File: src/rtl/rs_forney_seq.sv
// GF(2^w) arithmetic helpers plus the sequential Forney evaluator.
package gf_pkg;
    localparam int unsigned GF_MAXW = 16;
    typedef logic [GF_MAXW-1:0] gf_t;

    function automatic logic [GF_MAXW:0] prim_poly(input int unsigned w);
        case (w)
            3:       return 17'h0000B;
            4:       return 17'h00013;
            5:       return 17'h00025;
            6:       return 17'h00043;
            7:       return 17'h00089;
            9:       return 17'h00211;
            10:      return 17'h00409;
            11:      return 17'h00805;
            12:      return 17'h01053;
            13:      return 17'h0201B;
            14:      return 17'h04443;
            15:      return 17'h08003;
            16:      return 17'h1100B;
            default: return 17'h0011D;
        endcase
    endfunction

    function automatic gf_t gf_mult(input gf_t a, input gf_t b, input int unsigned w);
        logic [GF_MAXW:0] sh;
        logic [GF_MAXW:0] poly;
        logic [GF_MAXW:0] top;
        gf_t              res;
        sh   = {1'b0, a};
        poly = prim_poly(w);
        top  = 17'd1 << w;
        res  = '0;
        for (int unsigned i = 0; i < GF_MAXW; i++) begin
            if (i < w) begin
                if (b[i]) res ^= sh[GF_MAXW-1:0];
                sh = sh << 1;
                if ((sh & top) != '0) sh ^= poly;
            end
        end
        return res;
    endfunction

    // a^(2^w - 2) = product of a^(2^i), i = 1..w-1; maps 0 to 0
    function automatic gf_t gf_inv(input gf_t a, input int unsigned w);
        gf_t r;
        gf_t s;
        r = gf_t'(1);
        s = a;
        for (int unsigned i = 1; i < GF_MAXW; i++) begin
            if (i < w) begin
                s = gf_mult(s, s, w);
                r = gf_mult(r, s, w);
            end
        end
        return r;
    endfunction

    function automatic gf_t gf_pow(input gf_t base, input gf_t e, input int unsigned w);
        gf_t r;
        gf_t s;
        r = gf_t'(1);
        s = base;
        for (int unsigned i = 0; i < GF_MAXW; i++) begin
            if (i < w) begin
                if (e[i]) r = gf_mult(r, s, w);
                s = gf_mult(s, s, w);
            end
        end
        return r;
    endfunction

    function automatic gf_t pow_first_root(input gf_t e, input int unsigned w);
        return gf_pow(gf_t'(2), e, w);
    endfunction
endpackage

module rs_forney_seq #(
    parameter int SYMB_WIDTH = 8,
    parameter int T_LEN      = 8,
    parameter int ROOTS_NUM  = 2 * T_LEN,
    parameter int N_LEN      = 255,
    parameter int FCR        = 0
) (
    input  logic               aclk,
    input  logic               areset,
    rs_forney_seq_if.slave     bus
);
    import gf_pkg::*;

    localparam int NQ  = (1 << SYMB_WIDTH) - 1;
    localparam int K1I = (((1 - FCR) % NQ) + NQ) % NQ;
    localparam int EW  = $clog2(T_LEN + 1);
    localparam int IW  = (T_LEN > 1) ? $clog2(T_LEN) : 1;
    localparam int KW  = (ROOTS_NUM > 1) ? $clog2(ROOTS_NUM) : 1;

    typedef logic [SYMB_WIDTH-1:0] sym_t;
    localparam sym_t K1 = sym_t'(K1I);

    function automatic sym_t mul(input sym_t a, input sym_t b);
        return sym_t'(gf_mult(gf_t'(a), gf_t'(b), SYMB_WIDTH));
    endfunction
    function automatic sym_t inv(input sym_t a);
        return sym_t'(gf_inv(gf_t'(a), SYMB_WIDTH));
    endfunction
    function automatic sym_t xpow(input sym_t a, input sym_t e);
        return sym_t'(gf_pow(gf_t'(a), gf_t'(e), SYMB_WIDTH));
    endfunction
    function automatic sym_t alpha_pow(input sym_t e);
        return sym_t'(pow_first_root(gf_t'(e), SYMB_WIDTH));
    endfunction

    typedef enum logic [2:0] {IDLE, LOC, OMEGA, EVAL, DIV, OUT} state_t;
    state_t state, state_nxt;

    sym_t          pos_r  [T_LEN];
    sym_t          synd_r [ROOTS_NUM];
    sym_t          lam    [T_LEN+1];
    sym_t          omg    [ROOTS_NUM];
    logic [EW-1:0] e_cnt, e_in;
    logic [IW-1:0] j;
    logic [KW-1:0] k;
    sym_t          acc_o, acc_l;
    sym_t          out_pos, out_mag;
    logic          out_last, out_fail;

    logic          run;
    logic          j_last;
    logic          div_fail;
    sym_t          cur_pos, cur_x, xi, omega_k, d_k, div_mag;

    // Error count: leading run of ones in the position-valid mask.
    always_comb begin
        e_in = '0;
        run  = 1'b1;
        for (int unsigned i = 0; i < T_LEN; i++) begin
            if (run && bus.s_err_vld[i]) e_in = e_in + EW'(1);
            else                         run  = 1'b0;
        end
    end

    // Per-cycle field terms: locator root, Omega coefficient, derivative tap, quotient.
    always_comb begin
        cur_pos = pos_r[j];
        cur_x   = alpha_pow(sym_t'(N_LEN - 1) - cur_pos);
        xi      = inv(cur_x);
        j_last  = (EW'(j) + EW'(1)) == e_cnt;
        omega_k = '0;
        for (int unsigned i = 0; i <= T_LEN; i++) begin
            if (i <= 32'(k)) omega_k ^= mul(lam[i], synd_r[k - KW'(i)]);
        end
        d_k = '0;
        for (int unsigned i = 0; i < T_LEN; i++) begin
            if ((i % 2 == 0) && (i < ROOTS_NUM) && (KW'(i) == k)) d_k = lam[i+1];
        end
        div_fail = (acc_l == '0);
        div_mag  = div_fail ? '0 : mul(mul(xpow(cur_x, K1), acc_o), inv(acc_l));
    end

    // State register.
    always_ff @(posedge aclk) begin
        if (areset) state <= IDLE;
        else        state <= state_nxt;
    end

    // Next-state logic.
    always_comb begin
        state_nxt = state;
        case (state)
            IDLE:    if (bus.s_vld && (e_in != '0)) state_nxt = LOC;
            LOC:     if (j_last) state_nxt = OMEGA;
            OMEGA:   if (k == KW'(ROOTS_NUM - 1)) state_nxt = EVAL;
            EVAL:    if (k == '0) state_nxt = DIV;
            DIV:     state_nxt = OUT;
            OUT:     if (bus.m_rdy) state_nxt = j_last ? IDLE : EVAL;
            default: state_nxt = IDLE;
        endcase
    end

    // Handshake and result outputs, forced to zero while in reset.
    always_comb begin
        bus.s_rdy  = !areset && (state == IDLE);
        bus.m_vld  = !areset && (state == OUT);
        bus.m_pos  = areset ? '0 : out_pos;
        bus.m_mag  = areset ? '0 : out_mag;
        bus.m_last = !areset && out_last;
        bus.m_fail = !areset && out_fail;
    end

    // Datapath: capture, locator product, Omega, Horner evaluation, division.
    always_ff @(posedge aclk) begin
        if (areset) begin
            e_cnt    <= '0;
            j        <= '0;
            k        <= '0;
            acc_o    <= '0;
            acc_l    <= '0;
            out_pos  <= '0;
            out_mag  <= '0;
            out_last <= 1'b0;
            out_fail <= 1'b0;
        end else begin
            case (state)
                IDLE: if (bus.s_vld) begin
                    for (int unsigned i = 0; i < T_LEN; i++) pos_r[i] <= bus.s_err_pos[i];
                    for (int unsigned i = 0; i < ROOTS_NUM; i++) synd_r[i] <= bus.s_synd[i];
                    for (int unsigned i = 1; i <= T_LEN; i++) lam[i] <= '0;
                    lam[0] <= sym_t'(1);
                    e_cnt  <= e_in;
                    j      <= '0;
                    k      <= '0;
                end
                LOC: begin
                    for (int unsigned i = 1; i <= T_LEN; i++) lam[i] <= lam[i] ^ mul(cur_x, lam[i-1]);
                    if (j_last) j <= '0;
                    else        j <= j + IW'(1);
                    k <= '0;
                end
                OMEGA: begin
                    omg[k] <= omega_k;
                    // k parks at ROOTS_NUM-1, which is where the Horner loop starts
                    if (k == KW'(ROOTS_NUM - 1)) begin
                        acc_o <= '0;
                        acc_l <= '0;
                    end else begin
                        k <= k + KW'(1);
                    end
                end
                EVAL: begin
                    acc_o <= mul(acc_o, xi) ^ omg[k];
                    acc_l <= mul(acc_l, xi) ^ d_k;
                    if (k != '0) k <= k - KW'(1);
                end
                DIV: begin
                    out_pos  <= cur_pos;
                    out_mag  <= div_mag;
                    out_fail <= div_fail;
                    out_last <= j_last;
                end
                OUT: if (bus.m_rdy && !j_last) begin
                    j     <= j + IW'(1);
                    k     <= KW'(ROOTS_NUM - 1);
                    acc_o <= '0;
                    acc_l <= '0;
                end
                default: ;
            endcase
        end
    end
endmodule
File: src/rtl/rs_forney_seq_if.sv
// Job / result streams of the Forney error-magnitude evaluator.
interface rs_forney_seq_if #(
    parameter int SYMB_WIDTH = 8,
    parameter int T_LEN      = 8,
    parameter int ROOTS_NUM  = 2 * T_LEN
);
    logic                                  s_vld;
    logic                                  s_rdy;
    logic [T_LEN-1:0][SYMB_WIDTH-1:0]      s_err_pos;
    logic [T_LEN-1:0]                      s_err_vld;
    logic [ROOTS_NUM-1:0][SYMB_WIDTH-1:0]  s_synd;
    logic                                  m_vld;
    logic                                  m_rdy;
    logic [SYMB_WIDTH-1:0]                 m_pos;
    logic [SYMB_WIDTH-1:0]                 m_mag;
    logic                                  m_last;
    logic                                  m_fail;

    // Environment side: issues jobs, consumes result beats.
    modport master (
        output s_vld, s_err_pos, s_err_vld, s_synd, m_rdy,
        input  s_rdy, m_vld, m_pos, m_mag, m_last, m_fail
    );

    // Evaluator side.
    modport slave (
        input  s_vld, s_err_pos, s_err_vld, s_synd, m_rdy,
        output s_rdy, m_vld, m_pos, m_mag, m_last, m_fail
    );
endinterface

File: src/flat_wrapper.sv
// flat-port wrapper written by rule: the top's interface ports become plain ports
module rs_forney_seq_flat import gf_pkg::*;
#(
    parameter int SYMB_WIDTH = 8,
    parameter int T_LEN      = 8,
    parameter int ROOTS_NUM  = 2 * T_LEN,
    parameter int N_LEN      = 255,
    parameter int FCR        = 0
)
  (aclk, areset, bus_s_vld, bus_s_err_pos, bus_s_err_vld, bus_s_synd, bus_m_rdy, bus_s_rdy, bus_m_vld, bus_m_pos, bus_m_mag, bus_m_last, bus_m_fail);
  rs_forney_seq_if #(.SYMB_WIDTH(SYMB_WIDTH), .T_LEN(T_LEN), .ROOTS_NUM(ROOTS_NUM)) bus_i ();
  input  logic aclk;
  input  logic areset;
  input wire logic [$bits(bus_i.s_vld)-1:0] bus_s_vld;
  input wire logic [$bits(bus_i.s_err_pos)-1:0] bus_s_err_pos;
  input wire logic [$bits(bus_i.s_err_vld)-1:0] bus_s_err_vld;
  input wire logic [$bits(bus_i.s_synd)-1:0] bus_s_synd;
  input wire logic [$bits(bus_i.m_rdy)-1:0] bus_m_rdy;
  output wire logic [$bits(bus_i.s_rdy)-1:0] bus_s_rdy;
  output wire logic [$bits(bus_i.m_vld)-1:0] bus_m_vld;
  output wire logic [$bits(bus_i.m_pos)-1:0] bus_m_pos;
  output wire logic [$bits(bus_i.m_mag)-1:0] bus_m_mag;
  output wire logic [$bits(bus_i.m_last)-1:0] bus_m_last;
  output wire logic [$bits(bus_i.m_fail)-1:0] bus_m_fail;
  assign bus_i.s_vld = bus_s_vld;
  assign bus_i.s_err_pos = bus_s_err_pos;
  assign bus_i.s_err_vld = bus_s_err_vld;
  assign bus_i.s_synd = bus_s_synd;
  assign bus_i.m_rdy = bus_m_rdy;
  assign bus_s_rdy = bus_i.s_rdy;
  assign bus_m_vld = bus_i.m_vld;
  assign bus_m_pos = bus_i.m_pos;
  assign bus_m_mag = bus_i.m_mag;
  assign bus_m_last = bus_i.m_last;
  assign bus_m_fail = bus_i.m_fail;
  rs_forney_seq #(.SYMB_WIDTH(SYMB_WIDTH), .T_LEN(T_LEN), .ROOTS_NUM(ROOTS_NUM), .N_LEN(N_LEN), .FCR(FCR)) u_core (.aclk(aclk), .areset(areset), .bus(bus_i));
endmodule
File: config.mk
export PLATFORM = sky130hd
export DESIGN_NAME = rs_forney_seq_flat
export DESIGN_NICKNAME = d
export VERILOG_FILES = /design/src/rtl/rs_forney_seq.sv /design/src/rtl/rs_forney_seq_if.sv /design/src/flat_wrapper.sv
export SDC_FILE = /design/constraint.sdc
export NUM_CORES = 2
export LEC_CHECK = 0
export BUFFER_PORTS_ARGS = -buffer_cell sky130_fd_sc_hd__buf_2
export CORE_UTILIZATION = 30
export CTS_CLUSTER_SIZE = 14
export DETAILED_ROUTE_END_ITERATION = 8
export PLACE_DENSITY = 0.44
export SYNTH_ARGS = -nofsm -noshare
export SYNTH_HDL_FRONTEND = slang
export SYNTH_SLANG_ARGS = --single-unit
File: constraint.sdc
create_clock -name aclk -period 20 [get_ports aclk]
set_input_delay 4 -clock aclk [delete_from_list [all_inputs] [get_ports aclk]]
set_output_delay 4 -clock aclk [all_outputs]
set_load 0.05 [all_outputs]
==> results.yml <==
outcome:
  outcome: "finished clean"
place:
  gp_congestion: 0.924
  place_hpwl_um: 183000
  place_inst: 11700
  io_buffers: 223
global_routing:
  grt_pass1_wl_um: 382000
  antenna_found_initial: 1
  overflow: 0
  grt_use_total: 0.206
  grt_pass1_vias: 59300
  grt_max_degree: 113
floorplan:
  start_util: 0.303
  die-width_um: 487
  num_io_pins: 224
  die_h_um: 487
  die-area_sq_um: 237000
  core_sq_um: 233000
  rows: 177
timing:
  tightestPinTransition_ns: 1.27
  timing.fmax_ghz: 0.0519
  relSlewSlack: 0.146
  fin_skew_ns: 0.0325
  fin_crit_ns: 19.28
  hold_ws_ns: 0.494
  maxSlewViolCount: 0
  fin_crit_sh: 0.964
  setup_violations: 0
  hold_viol: 0
finish:
  final_core_util: 0.343
  multi_input_area_sq_um: 56800
  layout-drive-gt1-share: 0.163
  syn_to_final_growth_pct: 13.3
  fin_nets: 8945
  regArea_sq_um: 12100
  final_cells: 11900
  fillCellCount: 24300
logic_synthesis:
  syn_nets: 8838
  synthCells: 8586
  ys_seq_area_frac: 0.171
  async_flop_share: 0
  synth_seq_cells: 439
  synth_warnings: 0
  synth_cell_type_count: 112
  synth_top_flop_cell: "edfxtp_1"
  syn-mean-instance-area_sq_um: 8.22
  synthesis.area_sq_um: 70600
  synth_edf_count: 328
clock_network:
  cts.sinks: 439
  clockBufferDepth: 3
  clk_pin_slew_ns: 0.07
  cts_root_buf: "clkbuf_16"
  clk_latency_ns: 0.70
  cts_buffers: 52
  cts_tree: "done"
  htree_num_levels: 2
  cts_hold_buffers: 0
worst_hold_path:
  hold_depth: 2
  hold_path.class: "register to register"
  holdPathEnd: "u_core.out_last$_SDFFE_PP0P_"
  worstHoldStart: "u_core.out_last$_SDFFE_PP0P_"
critical_path:
  endpoint_kind: "register"
  rr_endpoint: "u_core.acc_l[6]$_SDFFE_PP0P_"
  crit_slowest_cell: "xnor3_4"
  cp.required_ns: 20.58
  worst-path-max-fanout: 20
  critical_path_class: "register to register"
  ff2ff_setup_slack_ns: 0.72
  critPathMaxStageDelay_ns: 0.60
  startpoint_type: "register"
  arrival_ns: 19.86
  rr_worst_depth: 73
drt:
  vias: 62100
  routedWlPerCell_um: 21.3
  ant_nets: 0
  drc: 0
  avgViaCountPerCell: 5.23
  drt-total-wl_um: 253000
  drt_iter0_markers: 4741
  first_pass_iters: 5
flow_run:
  maxCapViolations: 0
[per-layer routing]
| metal | vias to the layer above | wire length (um) | global-route usage |
|---|---|---|---|
| li1 | 29500 | - | - |
| met1 | 30700 | 120000 | 0.297 |
| met2 | 1658 | 116000 | 0.333 |
| met3 | 241 | 11800 | 0.0186 |
| met4 | 0 | 5400 | 0.0442 |
| met5 | - | 0 | 0 |
[kinds of logic (layout without fill, tap and decap cells)]
family                   Yosys count  after routing  share of synthesized area
AND/OR/NAND/NOR                 2885           2885                      0.175
XOR/XNOR                        2594           2597                      0.361
AO/OA/AOI/OAI                   1354           1354                      0.121
buffers and inverters            786            934                     0.0439
multiplexers                     479            479                      0.120
flip-flops                       439            439                      0.171
adder cells (fa/ha/maj)           49             49                    0.00865
other                              0              2                          0
[layout make-up]
| class | instances | share of cell area |
|---|---|---|
| clock buffer | 59 | 0.0166 |
| antenna | 2 | 0.0000626 |
| clock inverter | 39 | 0.00474 |
| tap | 3132 | 0.0490 |
| timing repair buffer | 699 | 0.0609 |
| multi-input combinational | 7364 | 0.711 |
| inverter | 137 | 0.00651 |
| sequential | 439 | 0.151 |
[stage by stage]
step / TNS (ns) / cell area (sq um) / setup slack, ns
6_report: 0 / 79900 / 0.718
5_1_grt: -0.115 / 79900 / -0.0317
4_1_cts: 0 / 78600 / 0.00352
3_5_place_dp: -5.20 / 76600 / -0.471
3_3_place_gp: -2.04 / 76600 / -0.258
2_1_floorplan: 0 / 70700 / 0.0341
[timing repair]
item / in CTS / in global routing
pin swaps: 11 / 58
setup buffers: 10 / 53
setup endpoints to repair: 16 / 23
hold endpoints to repair: 0 / 0
gates cloned: 1 / 4
resized for setup: 27 / 154
[registers in the layout (all words and copies together) (netlist names), named ones only]
register         flops
u_core.lam          64
u_core.k             4
u_core.out_fail      1
u_core.pos_r        64
u_core.j             3
u_core.e_cnt         4
u_core.acc_l         8
u_core.state         3
u_core.out_pos       8
u_core.omg         128
u_core.acc_o         8
u_core.out_mag       8
u_core.synd_r      128
u_core.out_last      1
[worst max-delay path: cells and delay by family, from the launching register on]
family                   cells  cell delay (ns)
adder cells (fa/ha/maj)      1             0.30
multiplexers                 5             1.83
AO/OA/AOI/OAI                6             1.21
buffers and inverters       12             2.03
XOR/XNOR                    34            10.35
AND/OR/NAND/NOR             15             2.98
flip-flops                   1             0.39
[synth_stat cells, types with 106 or more instances]
| cell type | instances | share of area |
|---|---|---|
| mux4_2 | 284 | 0.091 |
| clkbuf_1 | 462 | 0.025 |
| nor2_1 | 833 | 0.044 |
| a21oi_1 | 402 | 0.029 |
| o21ai_0 | 350 | 0.025 |
| edfxtp_1 | 328 | 0.14 |
| nand3_1 | 116 | 0.0082 |
| mux2i_1 | 150 | 0.021 |
| nand2_1 | 1394 | 0.074 |
| xor2_1 | 517 | 0.064 |
| buf_1 | 121 | 0.0064 |
| inv_1 | 106 | 0.0056 |
| dfxtp_1 | 111 | 0.031 |
| xnor3_1 | 135 | 0.043 |
| xnor2_1 | 1872 | 0.23 |
| nor3_1 | 108 | 0.0077 |
[cells in the final DEF (no fill, tap or decap), types with 73 or more instances in the layout]
| master | count |
|---|---|
| a21oi_1 | 399 |
| buf_2 | 223 |
| buf_4 | 459 |
| dfxtp_1 | 104 |
| edfxtp_1 | 328 |
| inv_1 | 106 |
| mux2i_1 | 141 |
| mux4_2 | 284 |
| nand2_1 | 1389 |
| nand2b_1 | 77 |
| nand3_1 | 116 |
| nor2_1 | 830 |
| nor2b_1 | 73 |
| nor3_1 | 101 |
| o21ai_0 | 349 |
| o22ai_1 | 86 |
| or3_1 | 86 |
| xnor2_1 | 1801 |
| xnor2_2 | 79 |
| xnor3_1 | 106 |
| xor2_1 | 491 |
[worst max path at each step]
stage          startpoint                           end  cells after the start
5_1_grt          register  u_core.acc_l[6]$_SDFFE_PP0P_                     76
3_5_place_dp     register  u_core.acc_l[1]$_SDFFE_PP0P_                     74
2_1_floorplan    register  u_core.acc_o[2]$_SDFFE_PP0P_                     81
4_1_cts          register  u_core.acc_l[3]$_SDFFE_PP0P_                     74
6_report         register  u_core.acc_l[6]$_SDFFE_PP0P_                     73
3_3_place_gp     register  u_core.acc_o[4]$_SDFFE_PP0P_                     77
Power is not shown: default switching activity piles up to over one toggle a cycle in this logic, so the estimate is an artifact.
